[src/rtl/instr_fetch_unit.sv]
// Instruction fetch: req/ack memory fetch, small FIFO, field decode, redirect and halt.
// Optional FETCH_PERF_CNT_EN adds saturating perf_fetched / perf_stall counters.
module instr_fetch_unit #(
   parameter int unsigned       ADDR_W   = 32,
   parameter logic [ADDR_W-1:0] RESET_PC = '0,
   parameter int unsigned       QDEPTH   = 2
) (
   input  logic              clk,
   input  logic              rst,
   output logic              imem_req,
   output logic [ADDR_W-1:0] imem_addr,
   input  logic              imem_ack,
   input  logic [31:0]       imem_rdata,
   output logic              out_valid,
   input  logic              out_ready,
   output logic [ADDR_W-1:0] out_pc,
   output logic [5:0]        opcode,
   output logic [8:0]        xoxo,
   output logic [9:0]        xox,
   output logic [1:0]        xods,
   input  logic              redirect_valid,
   input  logic [ADDR_W-1:0] redirect_pc,
   input  logic              halt
`ifdef FETCH_PERF_CNT_EN
   ,
   output logic [31:0]       perf_fetched,
   output logic [31:0]       perf_stall
`endif
);

   localparam int unsigned PW = (QDEPTH > 1) ? $clog2(QDEPTH) : 1;
   localparam int unsigned CW = $clog2(QDEPTH) + 1;

   typedef enum logic [1:0] {
      FETCH   = 2'd0,
      WAIT    = 2'd1,
      DISCARD = 2'd2
   } state_t;

   state_t            state, state_nxt;
   logic [ADDR_W-1:0] pc, pc_nxt, tgt, tgt_nxt, redir_addr;
   logic              req_c, push, pop, room, stall;

   logic [31:0]       q_word [QDEPTH];
   logic [ADDR_W-1:0] q_pc   [QDEPTH];
   logic [PW-1:0]     rd_ptr, wr_ptr;
   logic [CW-1:0]     count;

   assign redir_addr = redirect_pc & ~ADDR_W'(3);
   assign out_valid  = (count != '0);
   assign pop        = out_valid && out_ready;
   // A pop in the same cycle frees a slot for the word about to be requested.
   assign room       = (count < CW'(QDEPTH)) || pop;

   always_ff @(posedge clk) begin
      if (rst) state <= FETCH;
      else     state <= state_nxt;
   end

   always_comb begin
      state_nxt = state;
      req_c     = 1'b0;
      push      = 1'b0;
      pc_nxt    = pc;
      tgt_nxt   = tgt;
      stall     = 1'b0;
      case (state)
         FETCH: begin
            stall = halt || !room;
            if (redirect_valid) begin
               pc_nxt = redir_addr;
            end else if (!halt && room) begin
               req_c     = 1'b1;
               state_nxt = WAIT;
            end
         end
         WAIT: begin
            req_c = 1'b1;
            if (imem_ack) begin
               state_nxt = FETCH;
               if (redirect_valid) begin
                  pc_nxt = redir_addr;
               end else begin
                  push   = 1'b1;
                  pc_nxt = pc + ADDR_W'(4);
               end
            end else if (redirect_valid) begin
               tgt_nxt   = redir_addr;
               state_nxt = DISCARD;
            end
         end
         DISCARD: begin
            // Old request stays on the bus until acked; a newer redirect wins.
            req_c = 1'b1;
            if (redirect_valid) tgt_nxt = redir_addr;
            if (imem_ack) begin
               state_nxt = FETCH;
               pc_nxt    = tgt_nxt;
            end
         end
         default: state_nxt = FETCH;
      endcase
   end

   assign imem_req  = req_c && !rst;
   assign imem_addr = pc;

   always_ff @(posedge clk) begin
      if (rst) begin
         pc  <= RESET_PC;
         tgt <= RESET_PC;
      end else begin
         pc  <= pc_nxt;
         tgt <= tgt_nxt;
      end
   end

   always_ff @(posedge clk) begin
      if (rst || redirect_valid) begin
         rd_ptr <= '0;
         wr_ptr <= '0;
         count  <= '0;
      end else begin
         if (push) wr_ptr <= wr_ptr + PW'(1);
         if (pop)  rd_ptr <= rd_ptr + PW'(1);
         count <= count + CW'(push) - CW'(pop);
      end
   end

   always_ff @(posedge clk) begin
      if (push) begin
         q_word[wr_ptr] <= imem_rdata;
         q_pc[wr_ptr]   <= pc;
      end
   end

   always_comb begin
      out_pc = '0;
      opcode = '0;
      xoxo   = '0;
      xox    = '0;
      xods   = '0;
      if (out_valid) begin
         out_pc = q_pc[rd_ptr];
         opcode = q_word[rd_ptr][31:26];
         if (opcode == 6'd31) begin
            xoxo = q_word[rd_ptr][9:1];
            xox  = q_word[rd_ptr][10:1];
         end
         if (opcode == 6'd58 || opcode == 6'd62) xods = q_word[rd_ptr][1:0];
      end
   end

`ifdef FETCH_PERF_CNT_EN
   always_ff @(posedge clk) begin
      if (rst) begin
         perf_fetched <= '0;
         perf_stall   <= '0;
      end else begin
         if (push && perf_fetched != '1) perf_fetched <= perf_fetched + 32'd1;
         if (stall && perf_stall != '1)  perf_stall   <= perf_stall + 32'd1;
      end
   end
`endif

endmodule

[config.mk]
export PLATFORM = sky130hd
export DESIGN_NAME = instr_fetch_unit
export DESIGN_NICKNAME = d
export VERILOG_FILES = /design/src/rtl/instr_fetch_unit.sv
export SDC_FILE = /design/constraint.sdc
export NUM_CORES = 1
export LEC_CHECK = 0
export ABC_AREA = 1
export CORE_ASPECT_RATIO = 0.6
export CORE_MARGIN = 2
export CORE_UTILIZATION = 45
export DETAILED_ROUTE_END_ITERATION = 10
export PLACE_DENSITY = 0.81
export SLEW_MARGIN = 20
export SYNTH_ARGS = -nofsm -noshare
export SYNTH_HDL_FRONTEND = slang
export SYNTH_SLANG_ARGS = --single-unit
[constraint.sdc]
create_clock -name clk -period 3.4 [get_ports clk]
set_input_delay 0.34 -clock clk [delete_from_list [all_inputs] [get_ports clk]]
set_output_delay 0.34 -clock clk [all_outputs]
set_load 0.02 [all_outputs]
## Word-level counts from Yosys, hierarchy flattened

Memory sizes are Yosys's and may differ from the RTL's. A register that Yosys moved wholly into a read port is not among the register bits.
Index checks and enable logic that the tools add are counted.

- Bits in registers: 70
- Bits in writable memories: 128
- Input bits: 70
- Memories kept: 2

- $add $sub $neg: 5
- $lt $le $gt $ge: 1
- Equal/unequal tests: 12
- Multiplexer cells: 34
- Reductions and logical operators: 16

Memory list:

| name | depth | bits a word | read ports | clocked after memory_dff | wr ports | RTL line | RTL |
|---|---|---|---|---|---|---|---|
| q_pc | 2 | 32 | 1 | 1 | 1 | 45 | `logic [ADDR_W-1:0] q_pc [QDEPTH];` |
| q_word | 2 | 32 | 1 | 1 | 1 | 44 | `logic [31:0] q_word [QDEPTH];` |

Operator list:

| operator | number |
|---|---|
| 32-bit two-way mux | 7 |
| 32-bit one-hot mux with 3 select lines | 1 |
| 32-bit one-hot mux with 2 select lines | 1 |
| 32-bit by 3-bit adder with 32-bit output, second input constant | 1 |
| 10-bit two-way mux | 2 |
| 9-bit two-way mux | 2 |
| 2-bit two-way mux | 7 |
| 6-bit == test, second input constant | 2 |
| 2-bit inequality test, second input constant | 6 |
| 1-bit two-way mux | 11 |
| 4-bit AND reduction | 2 |
| 6-bit by 5-bit == test with 1-bit output, second input constant | 1 |
| 6-bit two-way mux | 1 |
| 2-bit one-hot mux with 3 select lines | 1 |
| 2-bit nonzero test | 2 |
| 1-bit logical AND | 3 |
| 1-bit logical OR | 3 |
| 3-bit inequality test, second input constant | 1 |
| 3-bit nonzero test | 1 |
| 1-bit adder, second input constant | 2 |
| 2-bit by 1-bit adder with 2-bit output | 1 |
| 2-bit by 1-bit == test with 1-bit output, second input constant | 1 |
| 2-bit == test, second input constant | 1 |
| 1-bit logical NOT | 2 |
| other kinds (6) | 6 |

## Logic depth before layout (Yosys ltp)

- Word-level depth: 8
- Gate-level depth with buffers: 12

## Worst setup path before layout

No wires, ideal clock.

- Path type: register to register
- From: register state[1]
- To: memory q_pc[1][0], enable pin
- Setup time: 457 ps
- Arrival: 3126 ps
- Required time: 2943 ps
- Setup slack: -183 ps
- Cell stages (with the launch flop): 9
- Period minus slack after synthesis: 3583 ps
- Cell sequence: dfxtp_1 inv_1 ha_1 inv_1 nor2_1 inv_1 nor2_1 inv_1 nor2_1

- Cells in the longest elaborated chain, start to end: 4

RTL lines:

| element | RTL line | RTL |
|---|---|---|
| from (decl) | 40 | `state_t state, state_nxt;` |
| from (signal assigned) | 57 | `else state <= state_nxt;` |
| 2-bit by 1-bit == test with 1-bit output | 67 | `case (state)` |
| 1-bit two-way mux | 67 |  |
| via push | 42 | `logic req_c, push, pop, room, stall;` |
| 1-bit two-way mux | 131 | `if (push) begin` |
| 1-bit two-way mux (implied by the code) | 133 | `q_pc[wr_ptr] <= pc;` |
| to (decl) | 45 |  |

The timed path passes the listed nets, and every way through them passes these cells.

==> results.txt <==
- In this run the static leakage power is between 0.004 and 0.005 µW.
- Hold violation total from the final report: 0
* Maximum achievable frequency: 0.3325 GHz
- After the last flow step, the layout net total stands at 1,217.
- Fraction of the mapped netlist area in simple logic gates: 0.2437
- Violation count after the first detailed-route iteration: 834
- In the final layout, the share of cells above drive strength 1 is 0.07465.
- Gates resized during post-CTS repair numbered 0.
- In this run the number of H-tree levels came out at 4.
* Total Routing Usage GR: 0.2306
* WL/cell: 16.50 µm
- The clock net in this run drives a total of 169 sinks.
* Total Neg Setup Slack: 0 ps
- Of the total synthesized cell area, the portion taken by XOR and XNOR cells is 0.007151.
- Setup repair after global routing left no endpoint under its margin.
* Highest ir drop seen on vdd: around 0.32 mV
* # setup viols final: 0
* Average via count per standard cell: 5.371
* Setup Buffers After CTS: 0
- Post-cts hold buffer count: 0
- From bottom edge to top edge, the die measures around 110 µm.
- Area growth from synthesis to layout: 26.03%
- Clock skew: 10.70 ps
* #FFs+latches synth: 169
- Total clock buffers created by CTS: 17
* Routability Congestion: between 0.8 and 0.9
- Number of enable-type register cells in the synthesized netlist: 98
* Data required time of the worst path: 3060 ps
- Chip Width: between 150 and 200 µm
- Slew at the pin with the worst max-slew slack: 646.4 ps
- The synthesized netlist contains 44 unique library cells.
- Initial antenna violation count: 0
* Max-slew violation count: 0
* Fraction of the mapped netlist area in compound gates: 0.1414
- Post-synthesis sequential area ratio: 0.5197
* CTS Root Cell: clkbuf_16
- Remaining DRCs: 0
- Adder-cell share of the synthesized area: 0.01192
- After technology mapping, the gate count stands at 1,020.
* DP HPWL: roughly 15,000 µm
* Overall routed net length: about 23,000 µm
- The number of global-route vias before repair came to 6,796.
- Number of iterations in the first detailed-routing pass: 6
* Core footprint: 18,160 µm²
- Area of the mapped netlist: 8398 µm²
- Ys Warns: 0
* Main combinational cell family by area after synthesis: simple AND/OR/NAND/NOR gates
- Most common flop cell mapped by yosys: edfxtp_1
- Overall die area: 19,810 µm²
- The first global-routing pass estimated 36,040 µm of wire.
* Clock insertion delay at the later pin of the skew report: 430 ps
* Worst slew margin relative to its limit: 0.5684
- For this configuration, the core starts out at a cell density of 0.4624.
- Clock-pin slew was measured on the worst setup and hold paths at 80 ps.
- For this run, asynchronously set or reset flops after synthesis account for 0.
- Post-route ant nets: 0
- Critical Path Fanout Max: 16
- The floorplan has 38 rows.
- Outcome: complete, no violations
- The routed layout has 7,476 vias.
- Clock period minus final worst setup slack: between 3000 and 4000 ps
* Post-Syn Area per Cell: 8.233 µm²
* Maximum buffer depth of the clock tree: 2
- The tool flagged a number of max-cap violations equal to 0.
- The filler cells instantiated in the layout total between 1,500 and 2,000.
- Endpoint kind of the worst setup timing path: primary output
- Endpoint arrival time on the critical path: 2670 ps
* CTS tree: yes
- After synthesis, the share of cell area in mux cells is 0.003576.
- Critical path launch point type: register
* Pin count of the biggest net entering global routing: 51
- Reg2Reg Setup Slack: 1150 ps
* Ports: around 160
- The number of nets handed over by synthesis was 1,098.
- After global routing the overflow that remains totals 0.
* PwrDens: 532.1 nW/µm²
- The number of antenna diodes in the final layout is 0.
* Worst Setup Path Type: register to primary output
* Final design utilization: 0.5827
- Final cycle utilization of the critical path: 0.8847
* Worst hold path class: register to register
* Port bufs: ~150
## report_power, final
part | leakage (µW) | internal [µW] | switching (µW) | total, µW
clock | 0.000286 | 997 | 943 | 1940
combinational | 0.00232 | 429 | 659 | 1090
sequential | 0.00148 | 2370 | 236 | 2600
total | 0.00409 | 3790 | 1840 | 5630
## worst max-delay path, stage by stage, from the launching register on
cell and delay [ps]:
dfxtp_2 490, inv_4 140, or2_0 220, o21a_1 160, nor3_4 180, nand3_4 170
a21oi_1 220, clkdlybuf4s50_1 640
## kinds of logic after synthesis
family                   after synthesis
AO/OA/AOI/OAI                        219
XOR/XNOR                               6
buffers and inverters                137
adder cells (fa/ha/maj)                8
AND/OR/NAND/NOR                      478
flip-flops                           169
multiplexers                           3
## per-layer routing
layer,GRT usage,vias up,routed length [µm]
met5,0,-,0
met4,0.05588,0,171
met3,0.05300,23,2122
li1,-,3614,-
met1,0.3246,3482,10340
met2,0.3634,357,10340
## synthesized netlist by cell type (all sizes together) (2+ instances only)
cell,number,area share
nand2,340,0.16
a21oi,106,0.063
edfxtp,98,0.35
nor2,93,0.053
inv,76,0.034
o21ai,74,0.045
dfxtp,71,0.17
buf,33,0.026
clkbuf,26,0.012
nand3,26,0.017
a211oi,25,0.022
a31oi,8,0.0060
ha,8,0.012
or2,6,0.0045
xor2,5,0.0061
nand3b,4,0.0036
mux2i,3,0.0036
nor3b,3,0.0027
a22oi,2,0.0018
clkinv,2,0.00089
nand4,2,0.0015
nor3,2,0.0031
## per-stage QoR
| stage | power (µW) | instances | hold slack, ps | cell area [µm²] | setup slack (ps) |
|---|---|---|---|---|---|
| floorplan | 3236 | 1020 | 409.1 | 8403 | 639.2 |
| global placement | 3676 | 1360 | 437.5 | 9990 | 889.5 |
| detailed placement | 3713 | 1360 | 438.0 | 9990 | 839.7 |
| CTS | 5632 | 1392 | 449.7 | 10580 | 369.7 |
| global route | 5865 | 1392 | 464.6 | 10580 | 217.4 |
| finish | 5632 | 1392 | 446.8 | 10580 | 392.2 |
## flip-flops by register name, summed over array words and instances (netlist names), named ones only
register and flops:
q_pc 64, rd_ptr 1, q_word 34, wr_ptr 1
imem_addr 32, state 2, tgt 32, count 2
## final cells by class
cell class	count	area, µm²	area share
sequential	169	4365	0.4125
tap	240	300.3	0.02837
timing repair buffer	159	1582	0.1494
clock buffer	17	425.4	0.04019
inverter	78	295.3	0.02790
clock inverter	15	168.9	0.01596
multi-input combinational	714	3447	0.3257
## path summary, 6_finish.rpt
check | start | to | cells after the start
setup / recovery | register | xoxo[2] | 7
hold / removal | tgt[0] | tgt[0] | 2
setup reg to reg | state[1] | tgt[14] | 9
hold reg to reg | tgt[0] | tgt[0] | 2
## placed cells by master, fill, tap and decap left out, drive strengths merged
cell type,netlist,layout
clkinvlp,0,2
xnor2,1,1
clkdlybuf4s50,0,145
a22oi,2,2
o21a,1,1
nand2,340,340
buf,33,14
nor3,2,2
o21ai,74,74
nor4,1,1
mux2i,3,3
nor2,93,93
inv,76,86
o22ai,1,1
a31oi,8,8
nor3b,3,3
edfxtp,98,98
o2111ai,1,1
a211oi,25,25
clkbuf,26,17
nand4,2,2
xor2,5,5
ha,8,8
a21oi,106,106
or2,6,6
clkinv,2,5
o31ai,1,1
dfxtp,71,71
nand3b,4,4
nand3,26,26
and2,1,1
No activity file was read; power rests on OpenSTA's default activity.
